--- config.mk ---
export PLATFORM = sky130hd
export DESIGN_NAME = if_fetch_queue_flat
export DESIGN_NICKNAME = d
export VERILOG_FILES = /design/src/rtl/if_fetch_queue_pkg.sv /design/src/rtl/if_fetch_queue_if.sv /design/src/rtl/if_fetch_queue_fifo.sv /design/src/rtl/if_fetch_queue.sv /design/src/flat_wrapper.sv
export SDC_FILE = /design/constraint.sdc
export NUM_CORES = 1
export LEC_CHECK = 0
export CAP_MARGIN = 20
export CORE_MARGIN = 4
export CORE_UTILIZATION = 40
export CTS_CLUSTER_DIAMETER = 150
export DETAILED_ROUTE_END_ITERATION = 7
export PLACE_DENSITY_LB_ADDON = 0.05
export SLEW_MARGIN = 20
export SYNTH_ARGS = -nofsm -noshare
export SYNTH_HDL_FRONTEND = slang
export SYNTH_SLANG_ARGS = --single-unit
export TNS_END_PERCENT = 30
--- constraint.sdc ---
create_clock -name clk -period 3.9 [get_ports clk]
set_input_delay 0.78 -clock clk [delete_from_list [all_inputs] [get_ports clk]]
set_output_delay 0.78 -clock clk [all_outputs]
set_load 0.1 [all_outputs]
--- src/rtl/if_fetch_queue_pkg.sv ---
// Shared types and constants for the instruction-fetch front end.
package if_fetch_queue_pkg;

  localparam int INSTR_W = 32;
  localparam int ADDR_W  = 32;

  localparam logic [ADDR_W-1:0]  RESET_PC_DEFAULT = 32'h0000_0000;
  localparam logic [ADDR_W-1:0]  PC_STEP          = 32'd4;
  localparam logic [INSTR_W-1:0] NOP              = 32'h0000_0000;

  // One buffered fetch: the word plus the PC it was fetched from.
  typedef struct packed {
    logic [ADDR_W-1:0]  pc;
    logic [INSTR_W-1:0] instr;
  } fetch_entry_t;

  // Clears the byte-offset bits so every fetch address is word aligned.
  function automatic logic [ADDR_W-1:0] word_align(input logic [ADDR_W-1:0] a);
    return a & ~ADDR_W'(3);
  endfunction

endpackage

--- src/rtl/if_fetch_queue_if.sv ---
// Instruction-memory request/response channel between the fetch unit and imem.
interface if_fetch_queue_if;
  import if_fetch_queue_pkg::*;

  logic               imem_req_valid;
  logic               imem_req_ready;
  logic [ADDR_W-1:0]  imem_req_addr;
  logic               imem_resp_valid;
  logic [INSTR_W-1:0] imem_resp_data;

  // Fetch unit side.
  modport master (
    output imem_req_valid,
    output imem_req_addr,
    input  imem_req_ready,
    input  imem_resp_valid,
    input  imem_resp_data
  );

  // Memory side.
  modport slave (
    input  imem_req_valid,
    input  imem_req_addr,
    output imem_req_ready,
    output imem_resp_valid,
    output imem_resp_data
  );

endinterface

--- src/rtl/if_fetch_queue_fifo.sv ---
// Generic synchronous FIFO with flush; pop on empty and push on full
// (without a simultaneous pop) are ignored.
module if_fetch_queue_fifo #(
  parameter int WIDTH = 64,
  parameter int DEPTH = 4,
  localparam int PW = $clog2(DEPTH),
  localparam int CW = $clog2(DEPTH + 1)
) (
  input  logic             clk,
  input  logic             rst,
  input  logic             push,
  input  logic             pop,
  input  logic             flush,
  input  logic [WIDTH-1:0] wr_data,
  output logic [WIDTH-1:0] rd_data,
  output logic             full,
  output logic             empty,
  output logic [CW-1:0]    count
);

  logic [WIDTH-1:0] mem [DEPTH];
  logic [PW-1:0]    wr_ptr;
  logic [PW-1:0]    rd_ptr;
  logic             do_push;
  logic             do_pop;

  assign empty   = (count == '0);
  assign full    = (count == CW'(DEPTH));
  assign do_pop  = pop && !empty;
  assign do_push = push && (!full || do_pop);
  assign rd_data = mem[rd_ptr];

  // Storage array; not reset, validity is tracked by count.
  always_ff @(posedge clk) begin
    if (do_push && !flush) mem[wr_ptr] <= wr_data;
  end

  // Pointer and occupancy tracking; flush behaves like a reset of the queue.
  always_ff @(posedge clk) begin
    if (rst || flush) begin
      wr_ptr <= '0;
      rd_ptr <= '0;
      count  <= '0;
    end else begin
      if (do_push) wr_ptr <= wr_ptr + 1'b1;
      if (do_pop)  rd_ptr <= rd_ptr + 1'b1;
      count <= count + CW'(do_push) - CW'(do_pop);
    end
  end

endmodule

--- src/rtl/if_fetch_queue.sv ---
// Instruction-fetch front end: owns the PC, issues in-order imem reads,
// buffers returned words with their PC and presents the head to IF/ID.
module if_fetch_queue
  import if_fetch_queue_pkg::*;
#(
  parameter logic [ADDR_W-1:0] RESET_PC        = RESET_PC_DEFAULT,
  parameter int                DEPTH           = 4,
  parameter int                MAX_OUTSTANDING = 2
) (
  input  logic                  clk,
  input  logic                  rst,
  if_fetch_queue_if.master      imem,
  input  logic                  redirect_valid,
  input  logic [ADDR_W-1:0]     redirect_pc,
  input  logic                  id_ready,
  output logic                  if_valid,
  output logic [INSTR_W-1:0]    if_instr,
  output logic [ADDR_W-1:0]     if_pc,
  output logic [ADDR_W-1:0]     if_pc_plus4
);

  localparam int OW = $clog2(MAX_OUTSTANDING + 1);
  localparam int CW = $clog2(DEPTH + 1);

  logic [ADDR_W-1:0] fetch_pc;
  logic [ADDR_W-1:0] resp_pc;
  logic [ADDR_W-1:0] redirect_al;
  logic [OW-1:0]     outstanding;
  logic [OW-1:0]     drop_cnt;
  logic [CW-1:0]     count;
  logic              full;
  logic              empty;
  logic              issue_fire;
  logic              push;
  logic              pop;
  logic              credit_ok;
  fetch_entry_t      wr_entry;
  fetch_entry_t      head;

  assign redirect_al = word_align(redirect_pc);

  // Entries already queued plus live (non-dropped) requests in flight must
  // leave room, so every response that is kept always finds a free slot.
  assign credit_ok = (int'(count) + int'(outstanding) - int'(drop_cnt)) < DEPTH;

  assign imem.imem_req_valid = !rst && !redirect_valid
                               && (int'(outstanding) < MAX_OUTSTANDING) && credit_ok;
  assign imem.imem_req_addr  = fetch_pc;
  assign issue_fire          = imem.imem_req_valid && imem.imem_req_ready;

  assign push = imem.imem_resp_valid && (drop_cnt == '0) && !redirect_valid;
  assign pop  = if_valid && id_ready && !redirect_valid;

  assign wr_entry.pc    = resp_pc;
  assign wr_entry.instr = imem.imem_resp_data;

  if_fetch_queue_fifo #(
    .WIDTH ($bits(fetch_entry_t)),
    .DEPTH (DEPTH)
  ) u_fifo (
    .clk     (clk),
    .rst     (rst),
    .push    (push),
    .pop     (pop),
    .flush   (redirect_valid),
    .wr_data (wr_entry),
    .rd_data (head),
    .full    (full),
    .empty   (empty),
    .count   (count)
  );

  // PC, in-flight and drop bookkeeping; a redirect overrides normal advance
  // and marks every still-unreturned request as stale.
  always_ff @(posedge clk) begin
    if (rst) begin
      fetch_pc    <= RESET_PC;
      resp_pc     <= RESET_PC;
      outstanding <= '0;
      drop_cnt    <= '0;
    end else begin
      outstanding <= outstanding + OW'(issue_fire) - OW'(imem.imem_resp_valid);
      if (redirect_valid) begin
        fetch_pc <= redirect_al;
        resp_pc  <= redirect_al;
        drop_cnt <= outstanding - OW'(imem.imem_resp_valid);
      end else begin
        if (issue_fire) fetch_pc <= fetch_pc + PC_STEP;
        if (push) begin
          resp_pc <= resp_pc + PC_STEP;
        end else if (imem.imem_resp_valid) begin
          drop_cnt <= drop_cnt - 1'b1;
        end
      end
    end
  end

  assign if_valid    = !rst && !empty;
  assign if_instr    = if_valid ? head.instr : NOP;
  assign if_pc       = if_valid ? head.pc : '0;
  assign if_pc_plus4 = if_valid ? head.pc + PC_STEP : '0;

  a_no_push_full: assert property (@(posedge clk) disable iff (rst) !(push && full));

endmodule
--- src/flat_wrapper.sv ---
// flat-port wrapper written by rule: the top's interface ports become plain ports
module if_fetch_queue_flat import if_fetch_queue_pkg::*;
#(
  parameter logic [ADDR_W-1:0] RESET_PC        = RESET_PC_DEFAULT,
  parameter int                DEPTH           = 4,
  parameter int                MAX_OUTSTANDING = 2
)
  (clk, rst, redirect_valid, redirect_pc, id_ready, if_valid, if_instr, if_pc, if_pc_plus4, imem_imem_req_valid, imem_imem_req_addr, imem_imem_req_ready, imem_imem_resp_valid, imem_imem_resp_data);
  if_fetch_queue_if imem_i ();
  input  logic clk;
  input  logic rst;
  input  logic redirect_valid;
  input  logic [ADDR_W-1:0] redirect_pc;
  input  logic id_ready;
  output logic if_valid;
  output logic [INSTR_W-1:0] if_instr;
  output logic [ADDR_W-1:0] if_pc;
  output logic [ADDR_W-1:0] if_pc_plus4;
  output wire logic [$bits(imem_i.imem_req_valid)-1:0] imem_imem_req_valid;
  output wire logic [$bits(imem_i.imem_req_addr)-1:0] imem_imem_req_addr;
  input wire logic [$bits(imem_i.imem_req_ready)-1:0] imem_imem_req_ready;
  input wire logic [$bits(imem_i.imem_resp_valid)-1:0] imem_imem_resp_valid;
  input wire logic [$bits(imem_i.imem_resp_data)-1:0] imem_imem_resp_data;
  assign imem_imem_req_valid = imem_i.imem_req_valid;
  assign imem_imem_req_addr = imem_i.imem_req_addr;
  assign imem_i.imem_req_ready = imem_imem_req_ready;
  assign imem_i.imem_resp_valid = imem_imem_resp_valid;
  assign imem_i.imem_resp_data = imem_imem_resp_data;
  if_fetch_queue #(.RESET_PC(RESET_PC), .DEPTH(DEPTH), .MAX_OUTSTANDING(MAX_OUTSTANDING)) u_core (.clk(clk), .rst(rst), .imem(imem_i), .redirect_valid(redirect_valid), .redirect_pc(redirect_pc), .id_ready(id_ready), .if_valid(if_valid), .if_instr(if_instr), .if_pc(if_pc), .if_pc_plus4(if_pc_plus4));
endmodule
==> results of run 1 <==
==> sequential cells by signal, summed over array words and instances, names as in the netlist, named ones only <==
name	count
u_core.resp_pc	30
u_core.u_fifo.wr_ptr	2
u_core.drop_cnt	2
u_core.u_fifo.mem	248
u_core.outstanding	2
u_core.u_fifo.rd_ptr	2
u_core.u_fifo.count	3
u_core.imem.imem_req_addr	30
==> cell families after synthesis <==
kind of cell,Yosys count,synth area share [%]
mux,71,10.5
other cells,1,0.0266
fa+ha+maj,18,1.70
flops,321,63.1
xor+xnor,75,4.66
compound gates,103,4.86
simple gates,328,12.3
buf+inv,90,2.83
==> layout make-up <==
cell class | instances | area, µm² | share of cell area (%)
Clock buffer | 43 | 948 | 5.04
Clock inverter | 19 | 108 | 0.572
Inverter | 36 | 135 | 0.718
Multi-Input combinational cell | 601 | 4880 | 26.0
Sequential cell | 321 | 8920 | 47.4
Tap cell | 455 | 569 | 3.03
Timing Repair Buffer | 230 | 3250 | 17.3
==> report_power, final <==
part / leakage [nW] / internal, W / switching (W)
logic: 2.93 / 0.000343 / 0.000644
registers: 2.87 / 0.00379 / 0.0000864
clock network: 0.517 / 0.00179 / 0.00125
total: 6.32 / 0.00591 / 0.00198
==> stage by stage <==
stage	util [%]	cell area [µm²]	worst slack, ns	instances
6_report	54.3	18800	0.115	1705
5_1_grt	54.3	18800	-0.0562	1705
4_1_cts	54.2	18800	-0.00853	1701
3_5_place_dp	51.1	17700	0.326	1638
3_3_place_gp	51.1	17700	0.317	1638
2_1_floorplan	-	14200	-0.323	1012
==> layout by cell type, fill, tap and decap left out, types with 22 or more instances in the layout <==
cell and instances:
clkdlybuf4s50_1 96, edfxtp_1 248, xnor2_1 41, nand3_1 24
and2_1 66, inv_1 33, nor2_1 73, a21oi_1 27
dfxtp_1 71, buf_4 29, nand4_1 22, clkbuf_16 37
mux4_2 62, buf_12 102, nand2_1 53, xor2_1 34
==> metal layers <==
metal / vias to the layer above / share of wire, % / track usage (%)
met5: - / 0 / 0
met4: 0 / 1.9 / 4.24
met3: 42 / 4.6 / 2.87
met2: 210 / 47 / 27.7
met1: 4278 / 46 / 24.4
li1: 4206 / - / -
==> final timing paths <==
| path | slack [ns] | from | depth (start not counted) | end |
|---|---|---|---|---|
| setup reg to reg | 0.66 | u_core.u_fifo.count[0] | 12 | u_core.imem.imem_req_addr[22] |
| hold / removal | 0.52 | u_core.resp_pc[7] | 0 | u_core.u_fifo.mem[2][39] |
| hold reg to reg | 0.52 | u_core.resp_pc[7] | 0 | u_core.u_fifo.mem[2][39] |
| setup / recovery | 0.12 | flop | 8 | if_pc_plus4[31] |
==> repair_timing <==
action                     in CTS  in global routing
setup buffers                   1                  4
pin swaps                       2                 10
gates resized for setup         5                  4
setup endpoints to repair      14                 13
==> impl_metrics.py, run 1 <==
metrics = {
    "floorplanning": {
        "fp.dieH_um": 196,
        "die_area_um2": 38300,
        "pin_count": 200,
        "fp.dieW_um": 196,
        "row_count": 68,
        "coreArea_um2": 34600,
        "initial_core_util_pct": 40.7,
    },
    "placed_design": {
        "numPortBuffers": 191,
        "dp.final_hpwl_um": 22900,
        "place_congestion": 0.825,
    },
    "layout": {
        "drive_above_1_share_pct": 21.4,
        "diodes": 0,
        "nFillCells": 2818,
        "fin_nets": 1313,
        "syn_to_final_growth_pct": 33.3,
    },
    "critical_path": {
        "crit_buf_inv": 2,
        "timing_worst_setup_path_type": "reg -> out",
        "worst_setup_path_end_kind": "output pin",
        "crit_top_cell": "buf_12",
        "crit_required_ns": 3.12,
        "cp_cell_sequence": "buf_12, mux4_2, nand4_1, nor4_4, nand3_1, or3_1, a21oi_2, buf_12",
        "cp_max_fo": 15,
        "slowest_stage": "mux4_2",
        "cp_data_arrival_time_ns": 3.00,
        "path_delay_family": "simple AND/OR/NAND/NOR gates",
        "start_kind": "flop",
        "slowest_delay_ns": 0.42,
    },
    "timing": {
        "slew_headroom_pct": 32.8,
        "fmax_mhz": 264,
        "maxSlewViolCount": 0,
        "fin_crit_ns": 3.78,
        "final.setup.tns_ns": 0,
        "fin_crit_sh_pct": 97.0,
        "max_slew.worst_pin.slew_ns": 1.00,
        "setup_viol_count_final": 0,
        "skew_ns": 0.0105,
        "finalHoldViolCount": 0,
        "fin_hold_ws_ns": 0.524,
        "rsz0062_at_grt": "yes",
    },
    "clock_tree": {
        "insertion_delay_ns": 0.50,
        "cts_hold_buf": 0,
        "clkTransAtPathRegs_ns": 0.06,
        "cts.sinks": 321,
        "cts-root-buf": "clkbuf_16",
        "clk_path_buf_depth": 3,
        "cts_tree": "done",
        "htreeDepth": 2,
        "numCtsBuffers": 35,
    },
    "synth": {
        "yosys_warnings": 0,
        "synth_area_leader_cell": "edfxtp_1",
        "synth_edf_count": 248,
        "synth_common_cells": "edfxtp_1, nor2_1, dfxtp_1",
        "synthTopCellsByArea": "edfxtp_1, dfxtp_1, mux4_2, and2_1, xnor2_1",
        "syn_area_um2": 14100,
        "ys_async_sr_fraction_pct": 0,
        "synth_cell_types": 58,
        "synthesis.area_per_instance_um2": 14.0,
        "post-synth-top-count-cell": "edfxtp_1",
        "synth-seq-area-share_pct": 63.1,
        "synthCells": 1007,
        "yosysTopAreaCellShare_pct": 52.8,
        "synth_top_flop_cell": "edfxtp_1",
        "ys_ff_latch": 321,
    },
    "job": {
        "drv_cap": 0,
    },
    "routing": {
        "drt_iter0_drc": 429,
        "drc": 0,
        "first_pass_iters": 5,
        "wl_um": 33100,
        "drtAntennaViolNets": 0,
        "vias": 8736,
        "post_drt_wl_per_cell_um": 19.4,
        "viasPerCell": 5.12,
    },
    "outcome": {
        "outcome": "completed",
    },
    "global_route": {
        "grt_pass1_vias": 9003,
        "grt_pass1_wl_um": 52000,
        "grt_usage_pct": 17.2,
        "grt-ovfl-total": 0,
        "antenna_found_initial": 0,
        "grt_start_max_net_pins": 63,
    },
    "pwr": {
        "p_total_w": 0.00790,
        "ir_drop_uv": 234,
        "p_leak_nw": 6.32,
        "powerDensity_nw_per_um2": 420,
    },
    "hold_path": {
        "worstHoldPathType": "reg -> reg",
    },
}
No activity file was read; power rests on OpenSTA's default activity.
==> run 2, diff against run 1 <==
--- a/config.mk
+++ b/config.mk
@@ -10,9 +10,11 @@
 export CORE_UTILIZATION = 40
 export CTS_CLUSTER_DIAMETER = 150
 export DETAILED_ROUTE_END_ITERATION = 7
+export GPL_ROUTABILITY_DRIVEN = 1
 export PLACE_DENSITY_LB_ADDON = 0.05
 export SLEW_MARGIN = 20
 export SYNTH_ARGS = -nofsm -noshare
 export SYNTH_HDL_FRONTEND = slang
+export SYNTH_HIERARCHICAL = 1
 export SYNTH_SLANG_ARGS = --single-unit
 export TNS_END_PERCENT = 30
==> run 2 against run 1 <==
  * Sequential cell count grew 8
  * Combinational power shrank 9.2%
  * Area after synthesis grew 2.7%
  * Clock skew grew 0.0016 ns
  * Clock power grew 12%
  * Via count grew 1.1%
  * First-iteration DRC count shrank 12%
==> impl_metrics.py, run 2 <==
metrics = {
    "synth": {
        "synthCells": 994,
        "syn_area_um2": 14500,
        "synthesis.area_per_instance_um2": 14.6,
        "yosys_warnings": 6,
    },
    "layout": {
        "postLayoutCoreUtil_pct": 54.5,
        "nFillCells": 2978,
        "largest_reg_flops": 256,
        "layout_commonest_cell": "edfxtp_1",
        "layout_common_cells": "edfxtp_1, buf_12, clkdlybuf4s50_1, and2_1, dfxtp_1",
        "regMostFlops": "u_core/u_fifo/mem",
        "fin_nets": 1314,
        "diodes": 0,
        "syn_to_final_growth_pct": 34.1,
        "drive_above_1_share_pct": 23.9,
    },
    "global_route": {
        "grt_pass1_vias": 8932,
        "grt-ovfl-total": 0,
        "grt_pass1_wl_um": 51000,
        "grt_usage_pct": 16.6,
        "grt_start_max_net_pins": 65,
        "antenna_found_initial": 0,
    },
    "routing": {
        "first_pass_iters": 7,
        "wl_um": 33300,
        "drtAntennaViolNets": 0,
        "drt_iter0_drc": 376,
        "drc": 0,
        "vias": 8836,
        "viasPerCell": 5.17,
        "post_drt_wl_per_cell_um": 19.5,
    },
    "pwr": {
        "powerDensity_nw_per_um2": 425,
        "ir_drop_uv": 297,
        "p_leak_nw": 6.62,
    },
    "hold_path": {
        "worstHoldPathType": "reg -> reg",
    },
    "timing": {
        "rsz0062_at_grt": "yes",
        "finalHoldViolCount": 0,
        "fin_crit_sh_pct": 97.3,
        "fin_hold_ws_ns": 0.511,
        "skew_ns": 0.0121,
        "setup_viol_count_final": 0,
        "slew_headroom_pct": 31.8,
        "maxSlewViolCount": 0,
        "fmax_mhz": 264,
        "fin_crit_ns": 3.79,
        "setup_slack_ns": 0.105,
        "max_slew.worst_pin.slew_ns": 1.02,
    },
    "critical_path": {
        "worst_setup_path_end_kind": "output pin",
        "crit_required_ns": 3.12,
        "timing_worst_setup_path_type": "reg -> out",
        "cp_max_fo": 6,
        "cp_data_arrival_time_ns": 3.01,
        "start_kind": "flop",
        "r2r_setup_slack_ns": 0.56,
    },
    "clock_tree": {
        "clk_path_buf_depth": 3,
        "numCtsBuffers": 37,
        "cts-root-buf": "clkbuf_16",
        "cts_tree": "done",
        "cts.sinks": 329,
        "insertion_delay_ns": 0.51,
        "clkTransAtPathRegs_ns": 0.06,
        "htreeDepth": 2,
        "cts_hold_buf": 0,
    },
    "placed_design": {
        "place_ws_ns": 0.362,
        "place_congestion": 0.781,
        "numPortBuffers": 195,
        "dp.final_hpwl_um": 22300,
    },
    "floorplanning": {
        "coreArea_um2": 35700,
        "fp.dieW_um": 198,
        "fp.dieH_um": 198,
        "row_count": 69,
        "pin_count": 200,
        "initial_core_util_pct": 40.6,
        "die_area_um2": 39300,
    },
    "job": {
        "drv_cap": 0,
    },
    "outcome": {
        "outcome": "completed",
    },
}
==> run 2: cell count changes in the layout (fill, tap and decap cells not counted), sizes merged, moves of 8 or more <==
cell	change
a211oi	+11
edfxtp	+8
nand2	-18
xor2	+9
o31a	+13
or3	-9
clkinv	-14
nor2	-26
inv	+12
xnor2	-11
o21a	+15
==> run 2: area by class of cell <==
cell class	count	area, µm²	area share (%)
timing repair buffer	234	3280	16.9
clock inverter	14	201	1.04
tap	461	577	2.97
inverter	45	171	0.882
multi-input combinational	578	5050	26.0
clock buffer	49	981	5.05
sequential	329	9160	47.1
==> run 2: what timing repair did <==
item,in CTS,in global routing
setup endpoints to repair,11,11
pin swaps,0,2
setup buffers,3,9
gates resized for setup,6,19
cloned,0,0
==> run 2: final timing paths <==
path                                 from                            end  cells past startpoint
setup reg to reg    u_core/outstanding[1]  u_core/imem.imem_req_addr[27]                     11
setup / recovery                     flop                if_pc_plus4[25]                     11
hold / removal    u_core/u_fifo/wr_ptr[0]        u_core/u_fifo/wr_ptr[0]                      2
hold reg to reg   u_core/u_fifo/wr_ptr[0]        u_core/u_fifo/wr_ptr[0]                      2
==> run 2: metrics by stage <==
stage	cell area [µm²]	power, W	TNS (ns)	std cells
6_report	19400	0.00825	0	1710
2_1_floorplan	14600	0.00460	-5.66	1003
3_5_place_dp	18100	0.00492	0	1635
3_3_place_gp	18100	0.00491	0	1635
4_1_cts	19300	0.00836	0	1701
5_1_grt	19400	0.00858	-0.0265	1710
==> run 2: critical path: stages (launching register included) <==
cell and delay [ns]:
dfxtp_4 0.37, buf_6 0.14, buf_4 0.14, mux4_2 0.45
and3_4 0.25, nand3_2 0.11, nor3b_4 0.31, buf_4 0.18
and3_1 0.16, xnor2_1 0.07, nor2_2 0.13, buf_12 0.19
==> run 2: metal layers <==
metal  vias to the layer above  share of wire (%)  global-route usage [%]
li1                       4210                  -                       -
met1                      4358                 45                    23.2
met2                       223                 48                    27.7
met3                        45                5.3                    2.77
met4                         0                1.5                    3.72
met5                         -                  0                       0
==> run 2: power by group <==
group          total (W)  switching (W)  internal (W)
sequential       0.00395      0.0000895       0.00386
combinational   0.000897       0.000578      0.000319
clock            0.00340        0.00130       0.00209
total            0.00825        0.00197       0.00628
==> run 3, diff against run 2 <==
--- a/config.mk
+++ b/config.mk
@@ -5,6 +5,7 @@
 export SDC_FILE = /design/constraint.sdc
 export NUM_CORES = 1
 export LEC_CHECK = 0
+export ABC_AREA = 1
 export CAP_MARGIN = 20
 export CORE_MARGIN = 4
 export CORE_UTILIZATION = 40
==> run 3 against run 2 <==
  * Clock skew is 0.0035 ns lower
  * Via count is 51% higher
  * Non-clock buffer count is 41 higher
  * Sequential cell count stayed put
  * Critical endpoint is now if_pc_plus4[31]
  * Largest cell class unchanged
  * Largest power group unchanged
==> impl_metrics.py, run 3 <==
metrics = {
    "clock_tree": {
        "numCtsBuffers": 39,
        "clkTransAtPathRegs_ns": 0.05,
        "clk_path_buf_depth": 3,
        "cts-root-buf": "clkbuf_16",
        "cts_tree": "done",
        "cts.sinks": 329,
        "htreeDepth": 2,
        "cts_hold_buf": 0,
        "insertion_delay_ns": 0.53,
    },
    "routing": {
        "first_pass_iters": 5,
        "drc": 0,
        "post_drt_wl_per_cell_um": 18.2,
        "viasPerCell": 5.14,
        "met2_wirelength_um": 22400,
        "wl_met3_um": 2710,
        "drt_iter0_drc": 799,
        "drtAntennaViolNets": 0,
        "vias": 13360,
        "wl_um": 47200,
        "routedLengthMet1_um": 20700,
        "top_layer_used": "met4",
    },
    "placed_design": {
        "dp.final_hpwl_um": 31100,
        "place_congestion": 0.870,
        "numPortBuffers": 195,
        "place_inst": 2488,
    },
    "layout": {
        "drive_above_1_share_pct": 16.1,
        "largest_reg_flops": 256,
        "instances_no_fill": 2597,
        "syn_to_final_growth_pct": 35.1,
        "fin_nets": 2131,
        "regMostFlops": "u_core/u_fifo/mem",
        "diodes": 0,
        "layout_commonest_cell": "nor2_1",
        "layout_common_cells": "nor2_1, nand2_1, edfxtp_1, inv_1, o21ai_0",
    },
    "floorplanning": {
        "pin_count": 200,
        "row_count": 73,
        "fp.dieW_um": 208,
        "initial_core_util_pct": 40.4,
        "coreArea_um2": 39700,
        "die_area_um2": 43400,
        "fp.dieH_um": 208,
    },
    "pwr": {
        "pwr-share-comb_pct": 11.1,
        "ir_drop_uv": 238,
        "p_total_w": 0.00841,
        "p_int_w": 0.00629,
        "switching_share_pct": 25.2,
        "p_switching_w": 0.00212,
        "p_leak_nw": 8.10,
        "p_seq_share_pct": 47.0,
        "power_frac_clock_pct": 42.0,
        "powerDensity_nw_per_um2": 388,
    },
    "critical_path": {
        "crit_required_ns": 3.12,
        "cp_max_fo": 19,
        "cp_data_arrival_time_ns": 3.02,
        "start_kind": "flop",
        "timing_worst_setup_path_type": "reg -> out",
        "worst_setup_path_end_kind": "output pin",
    },
    "timing": {
        "fmax_mhz": 263,
        "slew_headroom_pct": 30.7,
        "skew_ns": 0.00866,
        "finalHoldViolCount": 0,
        "rsz0062_at_grt": "yes",
        "fin_crit_sh_pct": 97.4,
        "max_slew.worst_pin.slew_ns": 1.04,
        "fin_crit_ns": 3.80,
        "maxSlewViolCount": 0,
        "setup_viol_count_final": 0,
    },
    "global_route": {
        "grt_pass1_vias": 12824,
        "grt_pass1_wl_um": 72400,
        "antenna_found_initial": 0,
        "grt-ovfl-total": 0,
        "grt_start_max_net_pins": 65,
        "grt_usage_pct": 21.0,
    },
    "hold_path": {
        "worstHoldPathType": "reg -> reg",
    },
    "synth": {
        "yosys_warnings": 6,
        "syn_area_um2": 16000,
        "synthesis.area_per_instance_um2": 8.92,
        "synthCells": 1798,
    },
    "outcome": {
        "outcome": "completed",
    },
    "job": {
        "drv_cap": 0,
    },
}
==> run 3: final cells by class <==
type / count / area (µm²)
well taps: 525 / 657
clock inverters: 23 / 191
inverters: 184 / 708
repair buffers: 275 / 3780
repair inverters: 1 / 8.76
fillers: 3634 / 18100
clock buffers: 48 / 1060
multi-input cells: 1212 / 6110
flip-flops and latches: 329 / 9160
==> run 3: final timing paths <==
| check | startpoint | endpoint | slack, ns | cells past startpoint |
|---|---|---|---|---|
| worst min register to register | u_core/u_fifo/rd_ptr[0] | flop | 0.49 | 2 |
| worst max-delay path | flop | if_pc_plus4[31] | 0.10 | 13 |
| worst max register to register | u_core/outstanding[1] | u_core/outstanding[1] | 0.94 | 18 |
| worst min-delay path | u_core/u_fifo/rd_ptr[0] | flop | 0.49 | 2 |
==> run 3: critical path, stage by stage, from the launching register on <==
cell	delay (ns)
dfxtp_4	0.40
buf_12	0.12
bufbuf_16	0.29
o21ai_0	0.10
o22ai_1	0.25
buf_4	0.19
nand2_1	0.07
nor2_1	0.11
nand2_1	0.10
nor4_2	0.15
nand2_1	0.10
xor2_1	0.18
nor2_1	0.22
buf_12	0.21
==> run 3: what timing repair did <==
action,in CTS,in global routing
resized for setup,42,41
cloned,4,1
pin swaps,16,29
endpoints found under the setup margin,23,18
setup buffers,18,15
==> run 3: power groups by stage <==
stage	combinational (W)	clock [W]	sequential, W
floorplan	0.000451	0	0.00416
global placement	0.000904	0	0.00402
detailed placement	0.000913	0	0.00402
CTS	0.000924	0.00362	0.00395
global route	0.00102	0.00378	0.00396
finish	0.000931	0.00353	0.00395
==> run 3: routing by layer <==
metal  GRT usage, %  vias up
li1               -     6540
met1           28.0     6326
met2           35.1      412
met3           3.39       82
met4           6.89        0
met5              0        -
==> run 3: metrics by stage <==
step | area [µm²] | hold slack [ns] | setup slack (ns) | TNS [ns] | util, %
after floorplan | 16100 | 0.460 | -0.944 | -8.32 | -
after global placement | 19700 | 0.488 | 0.261 | 0 | 49.5
after detailed placement | 19700 | 0.484 | 0.229 | 0 | 49.5
after CTS | 21400 | 0.493 | -0.0174 | -0.0194 | 53.8
after global routing | 21700 | 0.551 | -0.101 | -0.188 | 54.5
final | 21700 | 0.494 | 0.101 | 0 | 54.5
==> RTL edit (config.mk and constraints of run 1) <==
Change the package constant `ADDR_W` from 32 to 48.
--- a/src/rtl/if_fetch_queue_pkg.sv
+++ b/src/rtl/if_fetch_queue_pkg.sv
@@ -3,5 +3,5 @@
 
   localparam int INSTR_W = 32;
-  localparam int ADDR_W  = 32;
+  localparam int ADDR_W  = 48;
 
   localparam logic [ADDR_W-1:0]  RESET_PC_DEFAULT = 32'h0000_0000;
Ports: changed (resized if_pc, if_pc_plus4, imem_imem_req_addr and redirect_pc); port bits go from 200 to 264. The function was not compared with the original's and may differ.
==> RTL edit against run 1 <==
- the flow now finishes with violations (negative setup slack)
- setup slack worse by 240 ps
- synthesized area increased by 33%
- total power rose by 38%
- core utilization increased by 0.80 points
- sequential cell count rose by 96
- largest power group unchanged
- routed wire length up 47%
- final area is 36% higher
==> RTL edit: results (changes against run 1) <==
crit_arrival_ps: 3240  # +240 ps
tightestPinTransition_ps: 1010  # +2.36 ps
drt_iter0_drc: 727  # +69%
cts_inserted_buffers: 45  # +29%
post-cts-setup-buffer-count: 20  # +19
pwr-share-comb: 0.137  # +0.012
dpl-instance-area_sq_um: 23700  # +34%
fin_skew_ps: 25.3  # +14.7 ps
synth_commonest_cells: "edfxtp_1, dfxtp_1, and2_1, nor2_1, mux4_2"
largest_reg_flops: 312  # +26%
ys_seq_area_frac: 0.612  # -0.0193
synth_flop_cell: "edfxtp_1"
wl_per_cell_um: 20.9  # +7.8%
drive_gt1_frac: 0.249  # +0.0354
insertedDiodeCount: 0  # unchanged
grtUsageMet3: 0.0335  # +0.00486
status: "finished with violations"
clock_latency_ps: 570  # +70 ps
grt_util_met1: 0.270  # +0.0253
vdd_drop_max_mv: 0.274  # +17%
portBuffers: 255  # +34%
grt_max_degree: 60  # -4.8%
place_hpwl_um: 33700  # +47%
worstReg2RegStart: "u_core.u_fifo.count[0]$_SDFF_PP0_"
p_int_mw: 8.09  # +37%
worstPathMaxFanout: 16  # +1
synth_enable_flop_cells: 312  # +26%
cts_resized: 18  # +13
top_layer: "met4"
dr_wl_met2_um: 23200  # +49%
use_met2: 0.307  # +0.0302
vias: 12302  # +41%
setup_tns_ps: -614  # -614 ps
hold_start: "u_core.imem.imem_req_addr[14]$_SDFFE_PP0P_"
finalSetupViolCount: 8  # +8
wl_met3_um: 2450  # +62%
seq_power_mw: 5.07  # +31%
crit_type: "reg2out"
violations: "negative setup slack"
timing.final.ws_setup_ps: -122  # -237 ps
yosys-top-cells-area: "edfxtp_1, dfxtp_1, mux4_2, xor2_1, and2_1"
final_nets: 1791  # +36%
ys_types: 65  # +12%
grt_util_all_layers: 0.190  # +0.0185
clockRootBuffer: "clkbuf_16"
p_leak_nw: 8.58  # +36%
place_ws_ps: 149  # -176 ps
place_congestion: 0.832  # +0.82%
wl_met1_um: 22200  # +44%
grt_pass1_wl_um: 74600  # +43%
## RTL edit: cell types whose count changed in the layout (fill, tap and decap cells not counted), sizes merged, moves of 12 or more
cell                  run 1  this run
mux4                     62        77
xor2                     34        73
a21boi                   22        51
a21oi                    31        43
edfxtp                  248       312
inv                      33        47
clkdlybuf4s50            96       127
clkbuf                   43        58
dfxtp                    73       105
nand4                    22        44
buf                     134       201
nor2                     78        90
and2                     70        92
nand3                    26        51
## RTL edit: path summary, 6_finish.rpt
check	cells past startpoint	end	slack (ps)
worst max-delay path	9	if_pc_plus4[40]	-120
worst min-delay path	1	u_core.imem.imem_req_addr[14]$_SDFFE_PP0P_	510
worst max register to register	14	u_core.imem.imem_req_addr[35]$_SDFFE_PP0P_	270
worst min register to register	1	u_core.imem.imem_req_addr[14]$_SDFFE_PP0P_	510
## RTL edit: final cells by class
| type | count | area, sq um |
|---|---|---|
| Multi-Input combinational cell | 849 | 7050 |
| Clock buffer | 58 | 1230 |
| Fill cell | 3876 | 20900 |
| Sequential cell | 417 | 11500 |
| Inverter | 45 | 169 |
| Tap cell | 607 | 759 |
| Timing Repair Buffer | 330 | 4630 |
| Clock inverter | 24 | 300 |
## RTL edit: metrics by stage
step | power [mW] | instances
3_3_place_gp | 6.62 | 2221
4_1_cts | 11.0 | 2325
5_1_grt | 11.4 | 2330
6_report | 10.9 | 2330
2_1_floorplan | 6.07 | 1392
3_5_place_dp | 6.63 | 2221
## RTL edit: logic make-up (layout without fill, tap and decap cells)
kind of cell               after synthesis  in the layout  share of synthesized area
and+or+nand+nor                        458            458                      0.134
DFF                                    417            417                      0.612
AOI/OAI and AO/OA                      157            157                     0.0567
adders and majority gates               17             17                     0.0122
xor gates and xnor gates               122            122                     0.0570
other                                    1              6                   0.000200
muxes                                   89             89                     0.0994
buffers and inverters                  126            457                     0.0286
